### config.mk
export PLATFORM = sky130hd
export DESIGN_NAME = ram_wb_arbiter_flat
export DESIGN_NICKNAME = d
export VERILOG_FILES = /design/src/rtl/ram_wb_arbiter_if.sv /design/src/rtl/ram_wb_arbiter.sv /design/src/flat_wrapper.sv
export SDC_FILE = /design/constraint.sdc
export NUM_CORES = 1
export LEC_CHECK = 0
export BUFFER_PORTS_ARGS = -buffer_cell sky130_fd_sc_hd__buf_2
export CORE_AREA = 2 2 160 162
export CTS_BUF_LIST = sky130_fd_sc_hd__clkbuf_8
export DETAILED_ROUTE_END_ITERATION = 10
export DIE_AREA = 0 0 162 164
export PLACE_DENSITY_LB_ADDON = 0.3
export SKIP_CTS_REPAIR_TIMING = 1
export SLEW_MARGIN = 15
export SYNTH_ARGS = -nofsm -noshare
export SYNTH_HDL_FRONTEND = slang
export SYNTH_SLANG_ARGS = --single-unit
### constraint.sdc
create_clock -name clock -period 2.1 [get_ports clock]
set_input_delay 0.21 -clock clock [delete_from_list [all_inputs] [get_ports clock]]
set_output_delay 0.21 -clock clock [all_outputs]
set_load 0.005 [all_outputs]
### src/rtl/ram_wb_arbiter_if.sv
// Wishbone link between one SoC-side master and the RAM arbiter.
// The master modport drives the request; the slave modport returns data and completion.
interface ram_wb_arbiter_if;
   logic        cyc;
   logic        stb;
   logic        we;
   logic [31:0] addr;
   logic [31:0] wdata;
   logic [31:0] rdata;
   logic        ack;
   logic        err;

   modport master (output cyc, stb, we, addr, wdata, input rdata, ack, err);
   modport slave  (input cyc, stb, we, addr, wdata, output rdata, ack, err);
endinterface

### src/rtl/ram_wb_arbiter.sv
// Round-robin arbiter sharing the wishbone backdoor of a 4002-style RAM bank between two masters.
// Define HALT_ON_ACCESS_EN to raise halt_o while a chip access is in flight.
module ram_wb_arbiter #(
   parameter int unsigned NUM_CHIPS = 4,
   parameter int unsigned TIMEOUT   = 12
) (
   input  logic                    clock,
   input  logic                    reset_n,
   ram_wb_arbiter_if.slave         m0,
   ram_wb_arbiter_if.slave         m1,
   output logic [NUM_CHIPS-1:0]    s_cyc_o,
   output logic [NUM_CHIPS-1:0]    s_stb_o,
   output logic                    s_we_o,
   output logic [31:0]             s_addr_o,
   output logic [31:0]             s_data_o,
   input  logic [32*NUM_CHIPS-1:0] s_data_i,
   input  logic [NUM_CHIPS-1:0]    s_ack_i,
   output logic                    halt_o
);

   localparam int unsigned CntW = $clog2(TIMEOUT);

   typedef enum logic [1:0] {StIdle, StBusy, StResp} state_e;

   state_e                state_q, state_d;
   logic                  last_grant_q, last_grant_d;
   logic                  grant_q, grant_d;
   logic                  we_q, we_d;
   logic [8:0]            addr_q, addr_d;
   logic [31:0]           wdata_q, wdata_d;
   logic [31:0]           rdata_q, rdata_d;
   logic [CntW-1:0]       cnt_q, cnt_d;
   logic [NUM_CHIPS-1:0]  stb_q, stb_d;
   logic                  ack_q, ack_d;
   logic                  err_q, err_d;

   logic                  req0, req1, pick1;
   logic                  sel_we, chip_ok, start_access, chip_ack;
   logic [10:0]           sel_addr;
   logic [31:0]           sel_wdata, chip_rdata;
   logic [1:0]            sel_chip;
   logic                  unused_addr_bits;

   assign req0 = m0.cyc & m0.stb;
   assign req1 = m1.cyc & m1.stb;
   // On a tie the master that was not granted last wins.
   assign pick1 = req1 & (~req0 | ~last_grant_q);

   assign sel_we    = pick1 ? m1.we          : m0.we;
   assign sel_addr  = pick1 ? m1.addr[10:0]  : m0.addr[10:0];
   assign sel_wdata = pick1 ? m1.wdata       : m0.wdata;
   assign sel_chip  = sel_addr[10:9];
   assign chip_ok   = 32'(sel_chip) < NUM_CHIPS;

   assign unused_addr_bits = ^{m0.addr[31:11], m1.addr[31:11]};

   // stb_q is one-hot on the selected chip, so it also masks foreign acks.
   assign chip_ack = |(s_ack_i & stb_q);

   always_comb begin
      chip_rdata = '0;
      for (int k = 0; k < NUM_CHIPS; k++) begin
         if (stb_q[k]) chip_rdata = s_data_i[32*k +: 32];
      end
   end

   always_comb begin
      state_d      = state_q;
      last_grant_d = last_grant_q;
      grant_d      = grant_q;
      we_d         = we_q;
      addr_d       = addr_q;
      wdata_d      = wdata_q;
      rdata_d      = rdata_q;
      cnt_d        = cnt_q;
      stb_d        = stb_q;
      ack_d        = 1'b0;
      err_d        = 1'b0;
      start_access = 1'b0;

      unique case (state_q)
         StIdle: begin
            if (req0 | req1) begin
               grant_d      = pick1;
               last_grant_d = pick1;
               we_d         = sel_we;
               addr_d       = sel_addr[8:0];
               wdata_d      = sel_wdata;
               cnt_d        = '0;
               if (chip_ok) begin
                  for (int k = 0; k < NUM_CHIPS; k++) stb_d[k] = (sel_chip == k[1:0]);
                  start_access = 1'b1;
                  state_d      = StBusy;
               end else begin
                  err_d   = 1'b1;
                  state_d = StResp;
               end
            end
         end
         StBusy: begin
            if (chip_ack) begin
               rdata_d = chip_rdata;
               stb_d   = '0;
               ack_d   = 1'b1;
               state_d = StResp;
            end else if (cnt_q == CntW'(TIMEOUT - 1)) begin
               rdata_d = '0;
               stb_d   = '0;
               err_d   = 1'b1;
               state_d = StResp;
            end else begin
               cnt_d = cnt_q + 1'b1;
            end
         end
         StResp: begin
            cnt_d   = '0;
            state_d = StIdle;
         end
         default: state_d = StIdle;
      endcase
   end

   always_ff @(posedge clock or negedge reset_n) begin
      if (!reset_n) begin
         state_q      <= StIdle;
         last_grant_q <= 1'b1;
         grant_q      <= 1'b0;
         we_q         <= 1'b0;
         addr_q       <= '0;
         wdata_q      <= '0;
         rdata_q      <= '0;
         cnt_q        <= '0;
         stb_q        <= '0;
         ack_q        <= 1'b0;
         err_q        <= 1'b0;
      end else begin
         state_q      <= state_d;
         last_grant_q <= last_grant_d;
         grant_q      <= grant_d;
         we_q         <= we_d;
         addr_q       <= addr_d;
         wdata_q      <= wdata_d;
         rdata_q      <= rdata_d;
         cnt_q        <= cnt_d;
         stb_q        <= stb_d;
         ack_q        <= ack_d;
         err_q        <= err_d;
      end
   end

   assign s_cyc_o  = stb_q;
   assign s_stb_o  = stb_q;
   assign s_we_o   = we_q;
   assign s_addr_o = {23'h0, addr_q};
   assign s_data_o = wdata_q;

   assign m0.ack   = ack_q & ~grant_q;
   assign m0.err   = err_q & ~grant_q;
   assign m0.rdata = (ack_q & ~grant_q) ? rdata_q : '0;
   assign m1.ack   = ack_q & grant_q;
   assign m1.err   = err_q & grant_q;
   assign m1.rdata = (ack_q & grant_q) ? rdata_q : '0;

`ifdef HALT_ON_ACCESS_EN
   logic halt_q, halt_d;

   // Raised with the strobe, dropped on entry to the response cycle.
   always_comb begin
      halt_d = halt_q;
      if (start_access) begin
         halt_d = 1'b1;
      end else if (state_d == StResp) begin
         halt_d = 1'b0;
      end
   end

   always_ff @(posedge clock or negedge reset_n) begin
      if (!reset_n) begin
         halt_q <= 1'b0;
      end else begin
         halt_q <= halt_d;
      end
   end

   assign halt_o = halt_q;
`else
   logic unused_start_access;
   assign unused_start_access = start_access;
   assign halt_o = 1'b0;
`endif

endmodule

### src/flat_wrapper.sv
// flat-port wrapper written by rule: the top's interface ports become plain ports
module ram_wb_arbiter_flat 
#(
   parameter int unsigned NUM_CHIPS = 4,
   parameter int unsigned TIMEOUT   = 12
)
  (clock, reset_n, s_cyc_o, s_stb_o, s_we_o, s_addr_o, s_data_o, s_data_i, s_ack_i, halt_o, m0_cyc, m0_stb, m0_we, m0_addr, m0_wdata, m0_rdata, m0_ack, m0_err, m1_cyc, m1_stb, m1_we, m1_addr, m1_wdata, m1_rdata, m1_ack, m1_err);
  ram_wb_arbiter_if m0_i ();
  ram_wb_arbiter_if m1_i ();
  input  logic clock;
  input  logic reset_n;
  output logic [NUM_CHIPS-1:0] s_cyc_o;
  output logic [NUM_CHIPS-1:0] s_stb_o;
  output logic s_we_o;
  output logic [31:0] s_addr_o;
  output logic [31:0] s_data_o;
  input  logic [32*NUM_CHIPS-1:0] s_data_i;
  input  logic [NUM_CHIPS-1:0] s_ack_i;
  output logic halt_o;
  input wire logic [$bits(m0_i.cyc)-1:0] m0_cyc;
  input wire logic [$bits(m0_i.stb)-1:0] m0_stb;
  input wire logic [$bits(m0_i.we)-1:0] m0_we;
  input wire logic [$bits(m0_i.addr)-1:0] m0_addr;
  input wire logic [$bits(m0_i.wdata)-1:0] m0_wdata;
  output wire logic [$bits(m0_i.rdata)-1:0] m0_rdata;
  output wire logic [$bits(m0_i.ack)-1:0] m0_ack;
  output wire logic [$bits(m0_i.err)-1:0] m0_err;
  input wire logic [$bits(m1_i.cyc)-1:0] m1_cyc;
  input wire logic [$bits(m1_i.stb)-1:0] m1_stb;
  input wire logic [$bits(m1_i.we)-1:0] m1_we;
  input wire logic [$bits(m1_i.addr)-1:0] m1_addr;
  input wire logic [$bits(m1_i.wdata)-1:0] m1_wdata;
  output wire logic [$bits(m1_i.rdata)-1:0] m1_rdata;
  output wire logic [$bits(m1_i.ack)-1:0] m1_ack;
  output wire logic [$bits(m1_i.err)-1:0] m1_err;
  assign m0_i.cyc = m0_cyc;
  assign m0_i.stb = m0_stb;
  assign m0_i.we = m0_we;
  assign m0_i.addr = m0_addr;
  assign m0_i.wdata = m0_wdata;
  assign m0_rdata = m0_i.rdata;
  assign m0_ack = m0_i.ack;
  assign m0_err = m0_i.err;
  assign m1_i.cyc = m1_cyc;
  assign m1_i.stb = m1_stb;
  assign m1_i.we = m1_we;
  assign m1_i.addr = m1_addr;
  assign m1_i.wdata = m1_wdata;
  assign m1_rdata = m1_i.rdata;
  assign m1_ack = m1_i.ack;
  assign m1_err = m1_i.err;
  ram_wb_arbiter #(.NUM_CHIPS(NUM_CHIPS), .TIMEOUT(TIMEOUT)) u_core (.clock(clock), .reset_n(reset_n), .m0(m0_i), .m1(m1_i), .s_cyc_o(s_cyc_o), .s_stb_o(s_stb_o), .s_we_o(s_we_o), .s_addr_o(s_addr_o), .s_data_o(s_data_o), .s_data_i(s_data_i), .s_ack_i(s_ack_i), .halt_o(halt_o));
endmodule
[Word-level counts from Yosys, hierarchy flattened]
Index checks and enable logic that the tools add are counted.
Storage, ports and cells
  register bits: 88
  input port bits: 268
  output and inout port bits: 142
  word-level logic and storage cells: 74
Operators by class
  $add $sub $neg: 1
  eq/ne operators: 10
  multiplexer cells: 28
  bitwise logic cells: 13
  reduce and logical (&&, ||, !) cells: 11
Operators with widths (count)
  2-to-1 mux 32 bit: 9
  2-to-1 mux 4 bit: 6
  case mux 4 bit (3 select lines): 1
  2-to-1 mux 11 bit: 1
  case mux 4 bit (2 select lines): 1
  bitwise AND 1 bit: 7
  == test 2 bit (second input constant): 3
  2-to-1 mux 1 bit: 6
  2-to-1 mux 2 bit: 3
  AND reduction 2 bit: 3
  adder 4 x 1 -> 4 bit (second input constant): 1
  bitwise AND 4 bit: 1
  == test 2 x 1 -> 1 bit (second input constant): 2
  == test 4 bit (second input constant): 1
  logical NOT 2 bit: 2
  inequality test 2 bit (second input constant): 2
  case mux 2 bit (2 select lines): 1
  AND reduction 4 bit: 1
  nonzero test 2 bit: 2
  OR reduction 4 bit: 1
  inequality test 3 x 1 -> 1 bit (second input constant): 1
  NOT 1 bit: 3
  AND reduction 3 bit: 1
  nonzero test 3 bit: 1
  other kinds (2): 3

[Depth between registers and ports, before layout]
  depth in word-level cells: 8
  gate-level depth with buffers: 7
  mapped depth without buffers: 5

[Worst setup path after synthesis]
Ideal clock, no wire load.
  path type: reg-to-reg
  from: register u_core.cnt_q[0]
  to: register u_core.rdata_q[16]
  library setup time: 121 ps
  arrival time: 1422 ps
  required time: 1979 ps
  slack: 557 ps
  stages on the path, launching flop included: 7
  buffers on the path: 2
  clock period less this slack: 1543 ps
  cell sequence: dfrtp_1 ha_1 nand3b_1 a31o_2 buf_4 buf_2 a22o_1
Between the ends
  word-level cells in the longest chain between the ends: 3
RTL lines
  start, declared: line ram_wb_arbiter.sv:32  | logic [CntW-1:0] cnt_q, cnt_d;
  start signal, assigned: line ram_wb_arbiter.sv:144  | cnt_q <= cnt_d;
  == test 4 bit: line ram_wb_arbiter.sv:106  | end else if (cnt_q == CntW'(TIMEOUT - 1)) begin
  nonzero test 2 bit (no source line)
  AND reduction 2 bit (no source line)
  end signal, assigned: line ram_wb_arbiter.sv:143  | rdata_q <= rdata_d;
  end, declared: line ram_wb_arbiter.sv:31  | logic [31:0] rdata_q, rdata_d;
Every way passes these cells.
A chain may end at the register's enable or synchronous reset.

[Final worst setup path]
  from: register u_core.grant_q
  to: output port m0_rdata[11]
Between the ends
  word-level cells in the longest chain between the ends: 3
RTL lines
  start, declared: line ram_wb_arbiter.sv:27  | logic grant_q, grant_d;
  start signal, assigned: line ram_wb_arbiter.sv:139  | grant_q <= grant_d;
  NOT 1 bit: line ram_wb_arbiter.sv:159  | assign m0.rdata = (ack_q & ~grant_q) ? rdata_q : '0;
  bitwise AND 1 bit: line ram_wb_arbiter.sv:159
  2-to-1 mux 32 bit: line ram_wb_arbiter.sv:159
  end, declared: line flat_wrapper.sv:25  | output wire logic [$bits(m0_i.rdata)-1:0] m0_rdata;
Every way passes these cells.

==> flow_summary.html <==
<table>
<tr><th>Metric</th><th>Value</th></tr>
<tr><th colspan="2">Status</th></tr>
<tr><td>Status</td><td>finished clean</td></tr>
<tr><th colspan="2">Route</th></tr>
<tr><td>Vias</td><td>5466</td></tr>
<tr><td>Detail-routed net length per standard cell</td><td>16.0 um</td></tr>
<tr><td>Number of DRC markers in iteration 0</td><td>154</td></tr>
<tr><td>Detailed-route vias per instance</td><td>4.40</td></tr>
<tr><td>DRC</td><td>0</td></tr>
<tr><td>First-pass detailed-route iteration total</td><td>4</td></tr>
<tr><td>Remaining number of nets flagged by the antenna check after routing</td><td>0</td></tr>
<tr><td>Sum of routed wire length over all layers</td><td>19.9 mm</td></tr>
<tr><th colspan="2">Logic synthesis</th></tr>
<tr><td>Post-synthesis share of cell area spent on xor and xnor gates</td><td>0.163%</td></tr>
<tr><td>Avg Inst Size Synth</td><td>9.16 um^2</td></tr>
<tr><td>Number of enable-type register cells in the synthesized netlist</td><td>0</td></tr>
<tr><td>Sequential share of the synthesized area</td><td>41.0%</td></tr>
<tr><td>Synth Area in Compound Gates</td><td>21.2%</td></tr>
<tr><td>Area share of the largest cell type after synthesis</td><td>40.5%</td></tr>
<tr><td>Simple logic cell fraction of the synthesized area</td><td>20.1%</td></tr>
<tr><td>Async set-or-reset flop fraction in the synthesized netlist</td><td>100%</td></tr>
<tr><td>Number of standard cells after synthesis</td><td>587</td></tr>
<tr><td>Post-synthesis cell type with the largest combined area</td><td>dfrtp_1</td></tr>
<tr><td>Main combinational cell family by area after synthesis</td><td>compound AO/OA/AOI/OAI gates</td></tr>
<tr><td>Mux contribution to synthesized area</td><td>8.78%</td></tr>
<tr><td>Cell with the most instances after synthesis</td><td>dfrtp_1</td></tr>
<tr><td>Ys Warns</td><td>0</td></tr>
<tr><td>Cell variety after synth</td><td>33</td></tr>
<tr><td>Area contributors post-synth</td><td>dfrtp_1, mux2i_1, a22o_1</td></tr>
<tr><td>FF+latch count, synth</td><td>88</td></tr>
<tr><td>Cell types with the highest counts after synthesis</td><td>dfrtp_1, nand2_1, o21ai_0</td></tr>
<tr><td>Cell area after synthesis</td><td>5380 um^2</td></tr>
<tr><td>Synth Flop Type</td><td>dfrtp_1</td></tr>
<tr><td>Synth Area in Adders</td><td>0.233%</td></tr>
<tr><th colspan="2">GRT</th></tr>
<tr><td>Pin count of the biggest net entering global routing</td><td>89</td></tr>
<tr><td>Number of global-route vias before repair</td><td>5233</td></tr>
<tr><td>Aggregate global routing overflow</td><td>0</td></tr>
<tr><td>Initial antenna violation count</td><td>4</td></tr>
<tr><td>Wire length of the first global-routing pass</td><td>29.1 mm</td></tr>
<tr><td>GRT Resource Usage Total</td><td>14.3%</td></tr>
<tr><th colspan="2">Clock tree</th></tr>
<tr><td>Largest buffer count on any clock path</td><td>2</td></tr>
<tr><td>Number of H-tree levels</td><td>3</td></tr>
<tr><td>Clock net sink count</td><td>88</td></tr>
<tr><td>Insertion delay of the later-clocked pin in the worst-skew pair</td><td>0.38 ns</td></tr>
<tr><td>Number of clock buffers inserted by TritonCTS</td><td>9</td></tr>
<tr><td>Clock transition at the registers of the reported paths</td><td>0.11 ns</td></tr>
<tr><td>CTS tree</td><td>built</td></tr>
<tr><td>Clock root buffer master</td><td>clkbuf_8</td></tr>
<tr><th colspan="2">Worst setup path</th></tr>
<tr><td>Required time of the critical path</td><td>1.89 ns</td></tr>
<tr><td>Worst Setup End Kind</td><td>output pin</td></tr>
<tr><td>Critical setup path kind</td><td>flip-flop to output pin</td></tr>
<tr><td>Max Fanout on Critical Path</td><td>21</td></tr>
<tr><td>Setup slack on the worst flop-to-flop path</td><td>0.36 ns</td></tr>
<tr><td>Arrival time of the worst setup path</td><td>1.74 ns</td></tr>
<tr><td>FF-to-FF End</td><td>u_core.cnt_q[0]$_DFFE_PN0P_</td></tr>
<tr><td>Beginning of the worst register-to-register path</td><td>u_core.s_cyc_o[2]$_DFFE_PN0P_</td></tr>
<tr><td>Startpoint types</td><td>flip-flop</td></tr>
<tr><td>Worst r2r path cells</td><td>5</td></tr>
<tr><th colspan="2">Floorplan</th></tr>
<tr><td>Top Ports</td><td>410</td></tr>
<tr><td>Die Area</td><td>26600 um^2</td></tr>
<tr><td>Core Area</td><td>24800 um^2</td></tr>
<tr><td>Initial cell density of the core</td><td>21.7%</td></tr>
<tr><td>Die boundary width</td><td>162 um</td></tr>
<tr><td>Row count</td><td>58</td></tr>
<tr><td>Y dimension of the die</td><td>164 um</td></tr>
<tr><th colspan="2">STA</th></tr>
<tr><td>Setup repair after global routing missed its margin</td><td>no</td></tr>
<tr><td>Maximum frequency from static timing analysis</td><td>0.513 GHz</td></tr>
<tr><td>Setup-failing EPs final</td><td>0</td></tr>
<tr><td>Worst clock skew on the final layout</td><td>0.0194 ns</td></tr>
<tr><td>Worst Tran Pin Value</td><td>0.911 ns</td></tr>
<tr><td>Final hold violations</td><td>0</td></tr>
<tr><td>Setup Total Neg Slack</td><td>0 ns</td></tr>
<tr><td>Crit share post-route</td><td>92.8%</td></tr>
<tr><td>Final Critical Period</td><td>1.95 ns</td></tr>
<tr><td>Final count of pins violating max slew</td><td>0</td></tr>
<tr><td>Relative slew margins</td><td>39.1%</td></tr>
<tr><th colspan="2">Job</th></tr>
<tr><td>MaxCap Viol Count</td><td>0</td></tr>
<tr><th colspan="2">Min path</th></tr>
<tr><td>Number of cells traversed by the worst hold path</td><td>3</td></tr>
<tr><td>Class of the most critical hold timing path</td><td>input port to flip-flop</td></tr>
<tr><td>Hold worst-path end</td><td>u_core.s_data_o[16]$_DFFE_PN0P_</td></tr>
<tr><td>Critical hold path startpoint</td><td>m0_wdata[16]</td></tr>
<tr><th colspan="2">Power</th></tr>
<tr><td>Total power per unit cell area</td><td>1120 nW/um^2</td></tr>
<tr><td>Final Total Pwr</td><td>8540 uW</td></tr>
<tr><td>Leakage power</td><td>0.00422 uW</td></tr>
<tr><td>Worst IR Drop VDD</td><td>0.000467 V</td></tr>
<tr><th colspan="2">Place</th></tr>
<tr><td>Routability cong.</td><td>0.786</td></tr>
<tr><td># port buffers</td><td>343</td></tr>
<tr><td>Detailed Place HPWL</td><td>15.3 mm</td></tr>
<tr><th colspan="2">Layout</th></tr>
<tr><td>Layout Nets</td><td>1174</td></tr>
<tr><td>Final Core Density</td><td>30.7%</td></tr>
<tr><td>Layout cells sized above 1</td><td>43.0%</td></tr>
<tr><td>Area growth from synthesis to final layout</td><td>41.6%</td></tr>
</table>
## metrics by stage
| stage | worst slack, ns | cells | area [um^2] | hold WS [ns] |
|---|---|---|---|---|
| floorplan | 0.557 | 610 | 5460 | -0.0856 |
| global route | 0.0116 | 1241 | 7610 | 0.105 |
| global placement | 0.354 | 1223 | 7390 | 0.293 |
| CTS | 0.0805 | 1239 | 7600 | -0.146 |
| detailed placement | 0.285 | 1223 | 7390 | 0.292 |
| finish | 0.151 | 1241 | 7610 | 0.115 |
## cells by family after synthesis
kind of cell	count (synthesis)
adders and majority gates	1
xor gates and xnor gates	1
other	1
AOI/OAI and AO/OA	156
muxes	47
buffers and inverters	83
and+or+nand+nor	210
DFF	88
## final cells by class
type	count	area, um^2
clock buffer	10	138
timing repair buffer	364	1940
antenna	1	2.50
sequential	88	2210
fill	2700	17200
clock inverter	6	66.3
multi-input combinational	439	2830
inverter	3	11.3
tap	330	413
## layer usage
metal | wire length [um] | track usage, %
met5 | 30 | 0
met4 | 398 | 4.99
met2 | 9460 | 25.0
met3 | 1630 | 3.51
met1 | 8360 | 17.2
## power by group
| group | switching [uW] | total [uW] | internal (uW) |
|---|---|---|---|
| clock | 691 | 1280 | 591 |
| combinational | 2400 | 4350 | 1950 |
| sequential | 488 | 2910 | 2420 |
| total | 3580 | 8540 | 4960 |
## worst max path at each step
| stage | start | endpoint | slack, ns | cells after the start |
|---|---|---|---|---|
| finish | u_core.grant_q$_DFFE_PN0P_ | m0_rdata[11] | 0.15 | 4 |
| global placement | u_core.s_cyc_o[2]$_DFFE_PN0P_ | u_core.rdata_q[18]$_DFFE_PN0P_ | 0.35 | 3 |
| CTS | u_core.grant_q$_DFFE_PN0P_ | m0_rdata[11] | 0.08 | 4 |
| detailed placement | u_core.s_cyc_o[2]$_DFFE_PN0P_ | u_core.rdata_q[20]$_DFFE_PN0P_ | 0.29 | 3 |
| global route | u_core.grant_q$_DFFE_PN0P_ | m0_rdata[11] | 0.01 | 4 |
| floorplan | u_core.cnt_q[0]$_DFFE_PN0P_ | u_core.rdata_q[16]$_DFFE_PN0P_ | 0.56 | 6 |
## placed cells by master, fill, tap and decap left out, types with 2 or more instances in the layout
cell type / instances
nor2b_1: 37
nand3_1: 7
and3_1: 32
nand4_1: 2
clkinv_2: 2
mux2i_1: 46
a21oi_1: 2
dfrtp_1: 84
nand2_1: 81
clkbuf_8: 10
o31ai_1: 33
buf_12: 5
a22oi_1: 2
o21ai_0: 47
nor2b_2: 2
inv_6: 2
dfrtp_2: 3
a221oi_1: 31
buf_2: 342
nor2_1: 9
conb_1: 24
buf_4: 16
a22o_1: 36
inv_1: 3
and2_1: 34
## registers in the layout (all words and copies together), names as in the netlist
name,count
u_core.grant_q,1
u_core.cnt_q,4
u_core.s_data_o,32
u_core.s_cyc_o,4
u_core.addr_q,9
u_core.rdata_q,32
u_core.ack_q,1
u_core.s_we_o,1
u_core.err_q,1
u_core.last_grant_q,1
u_core.state_q,2
## critical path, cell delays in order (launching register included)
cell,delay (ns)
dfrtp_1,0.56
nor2b_2,0.20
buf_4,0.24
and2_1,0.22
buf_2,0.13
Power figures use the tool's default switching activity.
